==> src/rtl/dec_entry_if.sv <==
// Pulse inputs and accumulator outputs of the decimal-entry block.
// The bcd signal exists only when DEC_ENTRY_BCD_EN is defined.
`timescale 1ns/1ps
interface dec_entry_if #(
  parameter int WIDTH      = 16,
  parameter int MAX_DIGITS = 5
) ();
  localparam int CW = $clog2(MAX_DIGITS + 1);

  logic             inc_pulse;
  logic             dec_pulse;
  logic             commit_pulse;
  logic             clr_pulse;
  logic [3:0]       digit;
  logic [CW-1:0]    count;
  logic [WIDTH-1:0] value;
  logic             full;
  logic             ovf;
  logic             commit_ack;
`ifdef DEC_ENTRY_BCD_EN
  logic [MAX_DIGITS*4-1:0] bcd;
`endif

  modport master (
`ifdef DEC_ENTRY_BCD_EN
    input  bcd,
`endif
    output inc_pulse, dec_pulse, commit_pulse, clr_pulse,
    input  digit, count, value, full, ovf, commit_ack
  );

  modport slave (
`ifdef DEC_ENTRY_BCD_EN
    output bcd,
`endif
    input  inc_pulse, dec_pulse, commit_pulse, clr_pulse,
    output digit, count, value, full, ovf, commit_ack
  );
endinterface

==> src/rtl/dec_entry.sv <==
// Decimal-entry accumulator: builds a pending digit and folds commits into value = value*10 + digit.
// Optional DEC_ENTRY_BCD_EN adds a BCD shift register of the committed digits.
`timescale 1ns/1ps
module dec_entry #(
  parameter int WIDTH      = 16,
  parameter int MAX_DIGITS = 5,
  localparam int CW        = $clog2(MAX_DIGITS + 1)
) (
  input  logic        clk,
  input  logic        rst_n,
  dec_entry_if.slave  bus
);
  typedef enum logic [1:0] {EMPTY, ENTRY, FULL, ERROR} state_t;

  state_t           state_reg, state_next;
  logic [3:0]       digit_reg, digit_next;
  logic [CW-1:0]    count_reg, count_next;
  logic [WIDTH-1:0] value_reg, value_next;
  logic             full_reg, full_next;
  logic             ovf_reg, ovf_next;
  logic             ack_reg, ack_next;
`ifdef DEC_ENTRY_BCD_EN
  logic [MAX_DIGITS*4-1:0] bcd_reg, bcd_next;
`endif

  logic [WIDTH+3:0] value_ext;
  logic [WIDTH+3:0] sum;
  logic             sum_fits;
  logic [CW-1:0]    count_inc;
  logic [3:0]       digit_adj;

  // value*10 as two shifts plus the digit, with 4 bits of headroom to detect overflow
  always_comb begin
    value_ext = {4'b0000, value_reg};
    sum       = (value_ext << 3) + (value_ext << 1) + {{WIDTH{1'b0}}, digit_reg};
    sum_fits  = (sum[WIDTH+3:WIDTH] == 4'd0);
    count_inc = count_reg + CW'(1);
  end

  always_comb begin
    digit_adj = digit_reg;
    if (bus.inc_pulse && !bus.dec_pulse)
      digit_adj = (digit_reg == 4'd9) ? 4'd0 : digit_reg + 4'd1;
    else if (bus.dec_pulse && !bus.inc_pulse)
      digit_adj = (digit_reg == 4'd0) ? 4'd9 : digit_reg - 4'd1;
  end

  always_comb begin
    state_next = state_reg;
    digit_next = digit_reg;
    count_next = count_reg;
    value_next = value_reg;
    full_next  = full_reg;
    ovf_next   = ovf_reg;
    ack_next   = 1'b0;
`ifdef DEC_ENTRY_BCD_EN
    bcd_next   = bcd_reg;
`endif
    if (bus.clr_pulse) begin
      state_next = EMPTY;
      digit_next = 4'd0;
      count_next = '0;
      value_next = '0;
      full_next  = 1'b0;
      ovf_next   = 1'b0;
`ifdef DEC_ENTRY_BCD_EN
      bcd_next   = '0;
`endif
    end else begin
      case (state_reg)
        EMPTY, ENTRY: begin
          if (bus.commit_pulse) begin
            if (sum_fits) begin
              value_next = sum[WIDTH-1:0];
              count_next = count_inc;
              digit_next = 4'd0;
              ack_next   = 1'b1;
              full_next  = (count_inc == CW'(MAX_DIGITS));
              state_next = (count_inc == CW'(MAX_DIGITS)) ? FULL : ENTRY;
`ifdef DEC_ENTRY_BCD_EN
              bcd_next   = {bcd_reg[MAX_DIGITS*4-5:0], digit_reg};
`endif
            end else begin
              // Rejected commit: everything but the flag is frozen, inc/dec dropped too
              ovf_next   = 1'b1;
              state_next = ERROR;
            end
          end else begin
            digit_next = digit_adj;
          end
        end
        FULL:    digit_next = digit_adj;
        ERROR:   ;
        default: state_next = EMPTY;
      endcase
    end
  end

  always_ff @(posedge clk or negedge rst_n) begin
    if (!rst_n) begin
      state_reg <= EMPTY;
      digit_reg <= 4'd0;
      count_reg <= '0;
      value_reg <= '0;
      full_reg  <= 1'b0;
      ovf_reg   <= 1'b0;
      ack_reg   <= 1'b0;
`ifdef DEC_ENTRY_BCD_EN
      bcd_reg   <= '0;
`endif
    end else begin
      state_reg <= state_next;
      digit_reg <= digit_next;
      count_reg <= count_next;
      value_reg <= value_next;
      full_reg  <= full_next;
      ovf_reg   <= ovf_next;
      ack_reg   <= ack_next;
`ifdef DEC_ENTRY_BCD_EN
      bcd_reg   <= bcd_next;
`endif
    end
  end

  assign bus.digit      = digit_reg;
  assign bus.count      = count_reg;
  assign bus.value      = value_reg;
  assign bus.full       = full_reg;
  assign bus.ovf        = ovf_reg;
  assign bus.commit_ack = ack_reg;
`ifdef DEC_ENTRY_BCD_EN
  assign bus.bcd        = bcd_reg;
`endif
endmodule

==> src/flat_wrapper.sv <==
// flat-port wrapper written by rule: the top's interface ports become plain ports
module dec_entry_flat 
#(
  parameter int WIDTH      = 16,
  parameter int MAX_DIGITS = 5,
  localparam int CW        = $clog2(MAX_DIGITS + 1)
)
  (clk, rst_n, bus_inc_pulse, bus_dec_pulse, bus_commit_pulse, bus_clr_pulse, bus_digit, bus_count, bus_value, bus_full, bus_ovf, bus_commit_ack);
  dec_entry_if #(.WIDTH(WIDTH), .MAX_DIGITS(MAX_DIGITS)) bus_i ();
  input  logic clk;
  input  logic rst_n;
  input wire logic [$bits(bus_i.inc_pulse)-1:0] bus_inc_pulse;
  input wire logic [$bits(bus_i.dec_pulse)-1:0] bus_dec_pulse;
  input wire logic [$bits(bus_i.commit_pulse)-1:0] bus_commit_pulse;
  input wire logic [$bits(bus_i.clr_pulse)-1:0] bus_clr_pulse;
  output wire logic [$bits(bus_i.digit)-1:0] bus_digit;
  output wire logic [$bits(bus_i.count)-1:0] bus_count;
  output wire logic [$bits(bus_i.value)-1:0] bus_value;
  output wire logic [$bits(bus_i.full)-1:0] bus_full;
  output wire logic [$bits(bus_i.ovf)-1:0] bus_ovf;
  output wire logic [$bits(bus_i.commit_ack)-1:0] bus_commit_ack;
  assign bus_i.inc_pulse = bus_inc_pulse;
  assign bus_i.dec_pulse = bus_dec_pulse;
  assign bus_i.commit_pulse = bus_commit_pulse;
  assign bus_i.clr_pulse = bus_clr_pulse;
  assign bus_digit = bus_i.digit;
  assign bus_count = bus_i.count;
  assign bus_value = bus_i.value;
  assign bus_full = bus_i.full;
  assign bus_ovf = bus_i.ovf;
  assign bus_commit_ack = bus_i.commit_ack;
  dec_entry #(.WIDTH(WIDTH), .MAX_DIGITS(MAX_DIGITS)) u_core (.clk(clk), .rst_n(rst_n), .bus(bus_i));
endmodule
==> config.mk <==
export PLATFORM = sky130hd
export DESIGN_NAME = dec_entry_flat
export DESIGN_NICKNAME = d
export VERILOG_FILES = /design/src/rtl/dec_entry_if.sv /design/src/rtl/dec_entry.sv /design/src/flat_wrapper.sv
export SDC_FILE = /design/constraint.sdc
export NUM_CORES = 1
export LEC_CHECK = 0
export BUFFER_PORTS_ARGS = -buffer_cell sky130_fd_sc_hd__buf_2
export CORE_ASPECT_RATIO = 2
export CORE_UTILIZATION = 50
export DETAILED_ROUTE_END_ITERATION = 6
export PLACE_DENSITY = 0.7
export SETUP_SLACK_MARGIN = 0.05
export SYNTH_ARGS = -nofsm -noshare
export SYNTH_HDL_FRONTEND = slang
export SYNTH_SLANG_ARGS = --single-unit
export TNS_END_PERCENT = 100
==> constraint.sdc <==
create_clock -name clk -period 8.3 [get_ports clk]
set_input_delay 0.83 -clock clk [delete_from_list [all_inputs] [get_ports clk]]
set_output_delay 0.83 -clock clk [all_outputs]
set_load 0.03 [all_outputs]
Yosys cells after proc, flatten, opt, wreduce, memory -nomap -nowiden
Index checks and enable logic that the tools add are counted.
- register bits: 28
- input port bits: 6
- output and inout bits: 26
- word-level logic and storage cells: 67
- add/subtract/negate cells: 5
- equal/unequal tests: 6
- multiplexer cells: 33
- reductions and logical operators: 16
- operator list (operator ; number):
    two-way mux 16 bit ; 4
    two-way mux 4 bit ; 7
    adder 19 x 17 -> 20 bit ; 1
    adder 20 x 4 -> 20 bit ; 1
    two-way mux 1 bit ; 12
    two-way mux 3 bit ; 4
    two-way mux 2 bit ; 5
    zero test 4 bit ; 2
    one-hot mux 4 bit (2 select lines) ; 1
    AND reduction 3 bit ; 2
    nonzero test 2 bit ; 3
    adder 4 x 1 -> 4 bit, second input constant ; 1
    equality test 4 bit, second input constant ; 1
    inequality test 4 x 3 -> 1 bit, second input constant ; 1
    AND reduction 2 bit ; 2
    subtractor 4 x 1 -> 4 bit, second input constant ; 1
    adder 3 x 1 -> 3 bit, second input constant ; 1
    equality test 3 bit, second input constant ; 1
    nonzero test 3 bit ; 1
    equality test 2 x 1 -> 1 bit, second input constant ; 1
    equality test 2 bit, second input constant ; 1
    logical AND 1 bit ; 2
    zero test 1 bit ; 2
    zero test 2 bit ; 1
    other kinds (2) ; 2

Longest topological paths before layout
Gate-level depths: netlist of the first run.
- word-level depth: 7
- mapped depth: 13
- mapped depth without buffers: 11

Worst setup path after synthesis of the first run
Ideal clock, no wire load.
- path kind: register -> register
- start: reg u_core.digit_reg[3], in the netlist u_core.bus.digit[3]
- end: reg u_core.count_reg[2], in the netlist u_core.bus.count[2]
- arrival time: 3.716 ns
- required time: 8.172 ns
- path slack: 4.456 ns
- cell stages (with the launch flop): 13
- path buffers: 1
- clock period less this slack: 3.844 ns
- path through: dfrtp_1 -> inv_1 -> fa_1 -> inv_1 -> fa_1 -> a21o_1 -> a221oi_2 -> nor3_2 -> mux2i_1 -> or4_1 -> buf_6 -> nor3_2 -> mux2_1
- word-level cells in the longest chain between the ends: 4
- ends and longest elaborated chain (element ; RTL line ; source):
    from (decl) ; dec_entry.sv:16 ; logic [3:0] digit_reg, digit_next;
    from (signal assigned) ; dec_entry.sv:113 ; digit_reg <= digit_next;
    adder 20 x 4 -> 20 bit ; dec_entry.sv:35 ; sum = (value_ext << 3) + (value_ext << 1) + {{WIDTH{1'b0}}, digit_reg};
    zero test 4 bit ; dec_entry.sv:36 ; sum_fits = (sum[WIDTH+3:WIDTH] == 4'd0);
    nonzero test 2 bit (no line) ; -- ;
    AND reduction 3 bit (no line) ; -- ;
    to (signal assigned) ; dec_entry.sv:114 ; count_reg <= count_next;
    to (decl) ; dec_entry.sv:17 ; logic [CW-1:0] count_reg, count_next;
No other way between the ends.
A chain may end at the register's enable or synchronous reset.

Worst setup path in the final report of the first run
- start: reg u_core.digit_reg[3], in the netlist u_core.bus.digit[3]
- end: reg u_core.value_reg[14], in the netlist u_core.bus.value[14]
- word-level cells in the longest chain between the ends: 5
- elaborated cells between the ends (all ways): 8
- ends and longest elaborated chain (element ; RTL line ; source):
    adder 20 x 4 -> 20 bit (*) ; dec_entry.sv:35 ;
    two-way mux 16 bit ; dec_entry.sv:73 ; if (sum_fits) begin
    two-way mux 16 bit ; dec_entry.sv:72 ; if (bus.commit_pulse) begin
    two-way mux 16 bit ; dec_entry.sv:70 ; case (state_reg)
    two-way mux 16 bit ; dec_entry.sv:59 ; if (bus.clr_pulse) begin
    to (signal assigned) ; dec_entry.sv:115 ; value_reg <= value_next;
    to (decl) ; dec_entry.sv:18 ; logic [WIDTH-1:0] value_reg, value_next;
Mark *: on every way between the ends. The rest lies on a longest branch, timed or not. The select of a mux whose other input is x is not followed.

==> run summary, run 1 <==
FLOW RUN
---------------------------------------------------------------------------------
Number of violations of the max-capacitance limit                               0

CELLS AND AREA
---------------------------------------------------------------------------------
Total area of multi-input combinational cells                            1980 µm²
Register cell area after layout                                           701 µm²
Fill cell count                                                               533
Flip-flop count of the largest register after layout                           16
Synthesis-to-finish area growth                                             7.22%
Net total in the final layout                                                 393
Share of post-route cells with drive strength above 1                       14.4%
Core Util, Final                                                            55.7%
Diode count                                                                     0

YOSYS
---------------------------------------------------------------------------------
Share of synthesized flip-flops with an asynchronous set or reset            100%
Number of synthesized register bits                                            28
Count of flip-flops with a built-in enable after synthesis                      0
Synth top area share                                                        24.7%
Synthesized instance count                                                    333
Top FF cell, synth                                                        dfrtp_1
Number of nets produced by synthesis                                          377
Top post-synthesis cells by count                                    ha_1 (36), a21oi_1 (30), nand2_1 (30)
Proportion of synthesized chip area in sequential cells                     24.7%
Synth Cell Area                                                          2840 µm²
Yosys warns                                                                     0
Most frequent cell after synthesis                                           ha_1
Library cell occupying the most area in the post-synthesis netlist        dfrtp_1
Count of unique library cells instantiated by Yosys                            56
Average cell area after synthesis                                        8.53 µm²
Largest cells by area after synthesis                                dfrtp_1 (25%), ha_1 (16%), a21oi_1 (5.3%)

TIMING
---------------------------------------------------------------------------------
Final Max Tran Viols                                                            0
Layout Skew                                                            0.00369 ns
Least-Margin Pin Slew                                                     1.14 ns
Highest Clock Rate                                                        228 MHz
Final setup margin                                                        3.91 ns
Final period demand of the worst path                                     4.39 ns
Final setup violation count                                                     0
Period utilization                                                          52.8%
Hold Fails Final Rpt                                                            0
Max transition margin                                                       23.6%
Post-Route Setup TNS                                                         0 ns
Final hold slack                                                         0.520 ns
Setup repair after global routing missed its margin                         false

POWER
---------------------------------------------------------------------------------
Worst voltage drop across the vdd grid                                   0.171 mV
Standby leakage power                                                     1.46 nW
Power Total                                                            0.000454 W
Psw                                                                    0.000183 W
Logic pwr share                                                             37.6%
Clk network pwr share                                                       25.4%
Power density relative to cell area                                    149 nW/µm²
Internal power summed over all cells                                   0.000270 W
Switching share of total power                                              40.4%
Power share of the sequential group                                         37.1%

CLOCK NETWORK
---------------------------------------------------------------------------------
Setup Fix Bufs, Post-CTS                                                        0
Clock tree sinks                                                               28
Clock slew seen by the registers of the worst setup and hold paths        0.11 ns
Root Buffer                                                              clkbuf_8
Number of gates resized after cts                                               0
TritonCTS clock tree                                                        built
Quantity of hold-fixing buffers added after cts                                 0
Number of buffers on the longest clock path                                     2
Number of H-tree branching levels                                               1
Number of buffers added by the clock tree synthesis step                        3
Source-to-sink clock delay at the later pin of the worst-skew pair        0.29 ns

WORST SETUP PATH
---------------------------------------------------------------------------------
Top fanout value on the critical path                                          18
Kind of launch point of the worst setup path                                 flop
Critical path type                                                     reg -> reg
Critical path data required time                                          8.49 ns
CP Data Arrival Time                                                      4.57 ns
Capturing element type of the critical path                                  flop

FLOORPLAN
---------------------------------------------------------------------------------
Die footprint                                                            6000 µm²
Number of placement rows                                                       38
Die Y                                                                      109 µm
Die X                                                                     55.3 µm
Number of I/O pins                                                             32
Effective utilization at floorplan                                          51.9%
Core Area                                                                5470 µm²

DRT
---------------------------------------------------------------------------------
Total wire length                                                         7930 µm
Routed length per placed instance                                         19.4 µm
Drt first-iter violations                                                     188
Antenna Nets Post-Route                                                         0
First-pass iteration count of the detailed router                               5
Total via count after detailed routing                                       2653
DRC viols                                                                       0
Vias per cell                                                                6.50

GLOBAL ROUTING
---------------------------------------------------------------------------------
Pin count of the biggest net entering global routing                           30
Number of antenna violations at the first check in global routing               0
GRT Resource Usage Total                                                    27.7%
Wire length of the first global-routing pass                             13000 µm
Via count of the first global-routing pass                                   2713
Gr ovfl total                                                                   0

PLACE
---------------------------------------------------------------------------------
Final weighted congestion in routability-driven placement                   0.902
Pre-CTS WS                                                                3.96 ns
HPWL after DPL                                                            6070 µm
Port Buf Inserts                                                               31

MIN PATH
---------------------------------------------------------------------------------
Hold WC Path Type                                                      reg -> reg

OUTCOME
---------------------------------------------------------------------------------
Run status                                                              completed

-- power by group through the flow --
stage / registers [W] / logic, W / clock network, W
2_1_floorplan: 0.000188 / 0.000106 / 0
3_3_place_gp: 0.000170 / 0.000168 / 0
3_5_place_dp: 0.000170 / 0.000170 / 0
4_1_cts: 0.000168 / 0.000171 / 0.000115
5_1_grt: 0.000170 / 0.000187 / 0.000121
6_report: 0.000168 / 0.000170 / 0.000115
-- worst max-delay path, stage by stage, from the launching register on --
cell and delay [ns]:
dfrtp_1 0.46, inv_1 0.13, fa_1 0.49, inv_1 0.07, fa_1 0.47, a21o_1 0.23, a221oi_2 0.47, nor3_2 0.11
mux2i_1 0.19, nor4_4 0.84, nand3_1 0.38, mux2_1 0.44
-- cells in the final DEF, fill, tap and decap left out, drive strengths merged, types with 2 or more instances in the layout --
cell type and instances:
and3 2, nor2 22, a21oi 30, fa 2
a311o 2, a31o 2, nand3 8, o211ai 4
mux2 3, buf 32, and2 3, o31ai 13
nor3 7, nand2 30, nor3b 2, mux2i 6
nand2b 6, ha 36, o21bai 2, o21ai 13
xor2 2, clkbuf 3, a31oi 5, xnor2 9
a221o 2, o32ai 2, o2111ai 2, a211oi 9
dfrtp 28, nor2b 7, o21a 3, a21o 5
nor4 2, inv 16, nand4 15
-- cells by family after synthesis --
family / count (synthesis) / synth area share, %
and+or+nand+nor: 108 / 19.6
muxes: 9 / 3.30
buffers and inverters: 37 / 5.77
adders and majority gates: 38 / 17.3
xor gates and xnor gates: 11 / 3.39
DFF: 28 / 24.7
AOI/OAI and AO/OA: 102 / 26.0
-- per-layer routing --
| metal | wire length, µm | GRT usage, % |
|---|---|---|
| met5 | 0 | 0 |
| met4 | 361 | 17.0 |
| met3 | 215 | 1.91 |
| met2 | 4340 | 53.2 |
| met1 | 3010 | 28.3 |
-- through the flow --
step	instance area, µm²	instances
finish	3050	408
detailed placement	2970	404
global placement	2970	404
global route	3050	408
CTS	3050	408
floorplan	2840	333
-- final timing paths --
| check | cells past startpoint | startpoint | to | slack [ns] |
|---|---|---|---|---|
| hold / removal | 1 | u_core.bus.ovf | u_core.bus.ovf | 0.52 |
| hold reg to reg | 1 | u_core.bus.ovf | u_core.bus.ovf | 0.52 |
| min in group asynchronous | 1 | rst_n | u_core.bus.digit[2] | 0.54 |
| setup / recovery | 11 | u_core.bus.digit[3] | u_core.bus.value[14] | 3.91 |
| max in group asynchronous | 1 | rst_n | u_core.bus.count[1] | 7.32 |
| setup reg to reg | 11 | u_core.bus.digit[3] | u_core.bus.value[14] | 3.91 |
-- final cells by class --
cell class                 count  area share [%]
timing repair buffer          32            5.34
clock inverter                 1           0.986
sequential                    28            23.0
multi-input combinational    268            64.9
inverter                      16            1.97
tap                           60            2.47
clock buffer                   3            1.36
(Power assumes the default switching activity.)
==> run 2, diff against run 1 <==
Settings changed: PLACE_DENSITY 0.7 to 0.73.
Clock period 8.3 ns to 3.62 ns, I/O delays scaled along.
==> run 2 against run 1 <==
Sequential power is 120% higher. Critical path type unchanged. Critical path depth up 1. Sequential share of layout area decreased by 1.8 points. Register-to-register slack worse by 3.8 ns. First-iteration DRC count rose by 5.3%. Largest cell class unchanged.
==> run summary, run 2 (synthesis gave the netlist of run 1 again) <==
CLOCK NETWORK
-------------------------------------------------------------------------------------
Clock tree sinks                                                                   28
Number of buffers on the longest clock path                                         2
Root Buffer                                                                  clkbuf_8
Source-to-sink clock delay at the later pin of the worst-skew pair            0.27 ns
Number of buffers added by the clock tree synthesis step                            3
Clock slew seen by the registers of the worst setup and hold paths            0.10 ns
TritonCTS clock tree                                                            built
Number of H-tree branching levels                                                   1

GLOBAL ROUTING
-------------------------------------------------------------------------------------
Number of antenna violations at the first check in global routing                   0
Wire length of the first global-routing pass                                 13100 µm
GRT Resource Usage Total                                                        28.0%
Via count of the first global-routing pass                                       2706
Gr ovfl total                                                                       0
Pin count of the biggest net entering global routing                               30

CELLS AND AREA
-------------------------------------------------------------------------------------
Post-route cell area                                                         3320 µm²
Most frequent cells in the layout                                        ha_1 (34), buf_2 (31), nand2_1 (30), a21oi_1 (30), buf_4 (26)
Net total in the final layout                                                     421
Total area of multi-input combinational cells                                2030 µm²
Most frequent standard cell in the layout excluding fill and tap cells           ha_1
Core Util, Final                                                                60.6%
Register cell area after layout                                               704 µm²
Share of post-route cells with drive strength above 1                           24.7%
Synthesis-to-finish area growth                                                 16.7%
Flip-flop count of the largest register after layout                               16
Fill cell count                                                                   480
Diode count                                                                         0
Final cell count without fillers                                                  436

POWER
-------------------------------------------------------------------------------------
Standby leakage power                                                         1.59 nW
Power density relative to cell area                                        312 nW/µm²
Power Total                                                                 0.00103 W
Worst voltage drop across the vdd grid                                       0.235 mV

PLACE
-------------------------------------------------------------------------------------
Standard cell area after detailed placement                                  3180 µm²
Final weighted congestion in routability-driven placement                       0.906
Port Buf Inserts                                                                   31
HPWL after DPL                                                                6410 µm
Total placed cells including tap cells                                            429

FLOW RUN
-------------------------------------------------------------------------------------
Number of violations of the max-capacitance limit                                   0

TIMING
-------------------------------------------------------------------------------------
Final setup violation count                                                         0
Max transition margin                                                           40.6%
Setup repair after global routing missed its margin                              true
Layout Skew                                                                0.00268 ns
Hold Fails Final Rpt                                                                0
Final Max Tran Viols                                                                0
Final period demand of the worst path                                         3.50 ns
Least-Margin Pin Slew                                                        0.890 ns
Period utilization                                                              96.7%
Highest Clock Rate                                                            286 MHz
Post-Route Setup TNS                                                             0 ns

WORST SETUP PATH
-------------------------------------------------------------------------------------
Kind of launch point of the worst setup path                                     flop
Critical path data required time                                              3.76 ns
Capturing element type of the critical path                                      flop
CP Data Arrival Time                                                          3.64 ns
Critical path type                                                         reg -> reg
Flop-to-flop setup slack                                                      0.12 ns
Top fanout value on the critical path                                               7

MIN PATH
-------------------------------------------------------------------------------------
Hold WC Path Type                                                         in -> async

FLOORPLAN
-------------------------------------------------------------------------------------
Core Area                                                                    5470 µm²
Number of I/O pins                                                                 32
Effective utilization at floorplan                                              51.9%
Number of placement rows                                                           38
Die Y                                                                          109 µm
Die X                                                                         55.3 µm
Die footprint                                                                6000 µm²

DRT
-------------------------------------------------------------------------------------
Routed length per placed instance                                             19.0 µm
DRC viols                                                                           0
Antenna Nets Post-Route                                                             0
Vias per cell                                                                    6.45
First-pass iteration count of the detailed router                                   5
Total wire length                                                             8300 µm
Total via count after detailed routing                                           2813
Drt first-iter violations                                                         198

OUTCOME
-------------------------------------------------------------------------------------
Run status                                                                  completed

## run 2: changes by cell type in the layout (fill, tap and decap cells not counted), moves of 3 or more
cell,before,now
inv_1,16,13
dfrtp_2,0,3
buf_4,1,26
dfrtp_1,28,25
inv_2,0,3
## run 2: per-layer routing
metal / wire length [µm] / vias to the layer above / part of all wire [%] / global-route usage [%]
met5: 0 / - / 0 / 0
met4: 375 / 0 / 4.5 / 16.4
met3: 319 / 26 / 3.8 / 1.79
met2: 4740 / 106 / 57 / 54.0
met1: 2860 / 1351 / 34 / 29.0
li1: - / 1330 / - / -
## run 2: power breakdown
part,switching (W),internal (W),leakage [nW]
clock network,0.000101,0.0000974,0.0288
registers,0.0000354,0.000341,0.379
logic,0.000287,0.000172,1.18
## run 2: what timing repair did
item                       in CTS  in global routing
pin swaps                       0                 13
setup endpoints to repair      13                 19
gates resized for setup         1                 14
hold buffers                    0                  0
buffers inserted                0                  3
## run 2: through the flow
| step | hold slack, ns | worst slack, ns |
|---|---|---|
| final | 0.104 | 0.119 |
| after global routing | 0.150 | 0.00469 |
| after CTS | 0.115 | 0.0934 |
| after detailed placement | 0.422 | 0.00850 |
| after global placement | 0.420 | 0.0576 |
| after floorplan | 0.0664 | 0.0527 |
## run 2: final cells by class
type                    instances  share of cell area, %
clock buffers                   4                   1.66
well taps                      60                   2.26
flip-flops and latches         28                   21.2
inverters                      16                   1.81
repair buffers                 60                   11.7
multi-input cells             268                   61.3
## run 2: critical path: stages, from the launching register on
cell and delay [ns]:
dfrtp_2 0.38, inv_2 0.04, fa_1 0.55, inv_2 0.05, fa_2 0.35, a21o_1 0.23
a221oi_4 0.31, nor3_2 0.10, mux2i_2 0.19, or4_4 0.64, buf_8 0.18, o31ai_2 0.23
a21oi_1 0.10
## run 2: final timing paths
check,from,end,depth (start not counted)
setup reg to reg,u_core.bus.value[0],u_core.bus.value[3],12
max in group asynchronous,rst_n,u_core.bus.digit[3],1
min in group clk,bus_commit_pulse,u_core.state_reg[1],3
hold / removal,rst_n,u_core.state_reg[1],1
hold reg to reg,u_core.bus.ovf,u_core.bus.ovf,1
setup / recovery,u_core.bus.value[0],u_core.bus.value[3],12
==> run 3, diff against run 2 <==
Settings changed: CORE_UTILIZATION 50 to 45, PLACE_DENSITY 0.73 to 0.66.
==> run 3 against run 2 <==
First-iteration DRC count is 23% lower. Critical path type unchanged. Largest power group unchanged. Wire length up 2.0%. Clock power grew 70%. Worst setup slack lost 0.036 ns. Non-clock buffer count is 5 higher. Clock-buffer cell count down 1. Critical path depth grew 1.
==> run summary, run 3 (synthesis gave the netlist of run 1 again) <==
CELLS AND AREA
-------------------------------------------------------------------------------------
Register cell area after layout                                               704 µm²
Most frequent standard cell in the layout excluding fill and tap cells           ha_1
Synthesis-to-finish area growth                                                 21.0%
Net total in the final layout                                                     426
Most frequent cells in the layout                                        ha_1 (36), buf_2 (31), nand2_1 (30), a21oi_1 (30), buf_4 (30)
Flip-flop count of the largest register after layout                               16
Diode count                                                                         0
Total area of multi-input combinational cells                                2040 µm²
Share of post-route cells with drive strength above 1                           25.5%
Fill cell count                                                                   581
Post-route cell area                                                         3440 µm²

WORST SETUP PATH
-------------------------------------------------------------------------------------
Kind of launch point of the worst setup path                                     flop
CP Data Arrival Time                                                          3.66 ns
Reg2Reg Launch Point                                                     u_core.bus.value[0]
Critical path data required time                                              3.75 ns
Capturing element type of the critical path                                      flop
Launch point of the critical path                                        u_core.bus.value[0]
Critical path type                                                         reg -> reg
Top fanout value on the critical path                                               6

PLACE
-------------------------------------------------------------------------------------
HPWL after DPL                                                                6570 µm
Pre-CTS WS                                                                  0.0515 ns
Port Buf Inserts                                                                   31
Final weighted congestion in routability-driven placement                       0.906
Standard cell area after detailed placement                                  3250 µm²

GLOBAL ROUTING
-------------------------------------------------------------------------------------
Via count of the first global-routing pass                                       2688
Pin count of the biggest net entering global routing                               30
GRT Resource Usage Total                                                        26.0%
Wire length of the first global-routing pass                                 13300 µm
Number of antenna violations at the first check in global routing                   0
Gr ovfl total                                                                       0

CLOCK NETWORK
-------------------------------------------------------------------------------------
Root Buffer                                                                 clkbuf_16
Clock tree sinks                                                                   28
Number of H-tree branching levels                                                   1
Clock slew seen by the registers of the worst setup and hold paths            0.07 ns
Number of buffers on the longest clock path                                         2
Source-to-sink clock delay at the later pin of the worst-skew pair            0.27 ns
Number of buffers added by the clock tree synthesis step                            3
TritonCTS clock tree                                                            built

FLOORPLAN
-------------------------------------------------------------------------------------
Core Area                                                                    6060 µm²
Effective utilization at floorplan                                              46.9%
Die X                                                                         58.2 µm
Number of I/O pins                                                                 32
Die footprint                                                                6650 µm²
Number of placement rows                                                           40
Die Y                                                                          114 µm

DRT
-------------------------------------------------------------------------------------
Routed length per placed instance                                             18.2 µm
Vias per cell                                                                    6.05
DRC viols                                                                           0
Total via count after detailed routing                                           2814
Antenna Nets Post-Route                                                             0
Drt first-iter violations                                                         153
First-pass iteration count of the detailed router                                   4
Total wire length                                                             8460 µm

TIMING
-------------------------------------------------------------------------------------
Final Max Tran Viols                                                                0
Final setup violation count                                                         0
Highest Clock Rate                                                            283 MHz
Least-Margin Pin Slew                                                         1.03 ns
Final setup margin                                                          0.0825 ns
Setup repair after global routing missed its margin                              true
Max transition margin                                                           30.9%
Hold Fails Final Rpt                                                                0
Layout Skew                                                                0.00319 ns
Final period demand of the worst path                                         3.54 ns
Period utilization                                                              97.7%

FLOW RUN
-------------------------------------------------------------------------------------
Number of violations of the max-capacitance limit                                   0

OUTCOME
-------------------------------------------------------------------------------------
Run status                                                                  completed

POWER
-------------------------------------------------------------------------------------
Standby leakage power                                                         1.64 nW
Worst voltage drop across the vdd grid                                       0.167 mV
Power density relative to cell area                                        343 nW/µm²

MIN PATH
-------------------------------------------------------------------------------------
Hold WC Path Type                                                         in -> async

## run 3: layout make-up
type | instances | share of cell area (%)
flip-flops and latches | 28 | 20.5
inverters | 16 | 1.75
multi-input cells | 268 | 59.3
well taps | 84 | 3.06
clock buffers | 3 | 2.18
repair buffers | 65 | 12.4
clock inverters | 1 | 0.874
## run 3: worst max-delay path: stages (launching register included)
cell	delay, ns
dfrtp_2	0.41
buf_4	0.15
ha_1	0.21
ha_1	0.25
fa_2	0.37
a21o_1	0.22
a221oi_4	0.35
nor3_2	0.10
mux2i_1	0.14
or4_4	0.56
buf_6	0.15
buf_6	0.14
o31ai_2	0.22
a21oi_1	0.12
## run 3: repair_timing
action / in CTS / in global routing
pin swaps: 1 / 18
hold buffers: 0 / 0
gates resized for setup: 0 / 14
endpoints found under the setup margin: 2 / 21
buffers inserted: 0 / 3
## run 3: worst paths after layout
kind                       slack (ns)                     to  depth (start not counted)
min in group clk                 0.39    u_core.state_reg[1]                          3
setup / recovery                 0.08    u_core.bus.value[3]                         13
max in group asynchronous        3.03    u_core.bus.digit[3]                          1
setup reg to reg                 0.08    u_core.bus.value[3]                         13
hold / removal                   0.12  u_core.bus.commit_ack                          1
hold reg to reg                  0.50         u_core.bus.ovf                          1
## run 3: power by group
part	internal, W	switching [W]	leakage, nW
registers	0.000341	0.0000349	0.379
logic	0.000178	0.000290	1.21
clock network	0.000221	0.000116	0.0511
## run 3: stage by stage
| stage | total power, W | cells | util (%) | TNS [ns] | hold slack, ns |
|---|---|---|---|---|---|
| global route | 0.00124 | 465 | 56.8 | -0.00983 | 0.168 |
| global placement | 0.000823 | 458 | 53.6 | 0 | 0.420 |
| CTS | 0.00117 | 462 | 55.4 | 0 | 0.133 |
| detailed placement | 0.000829 | 458 | 53.6 | 0 | 0.435 |
| floorplan | 0.000677 | 333 | - | 0 | 0.0664 |
| finish | 0.00118 | 465 | 56.8 | 0 | 0.117 |
## run 3: per-layer routing
layer | track usage (%) | vias up | routed length [µm] | part of all wire [%]
li1 | - | 1339 | - | -
met1 | 26.7 | 1354 | 3040 | 36
met2 | 49.2 | 92 | 4760 | 56
met3 | 1.47 | 29 | 198 | 2.3
met4 | 15.9 | 0 | 457 | 5.4
met5 | 0 | - | 0 | 0
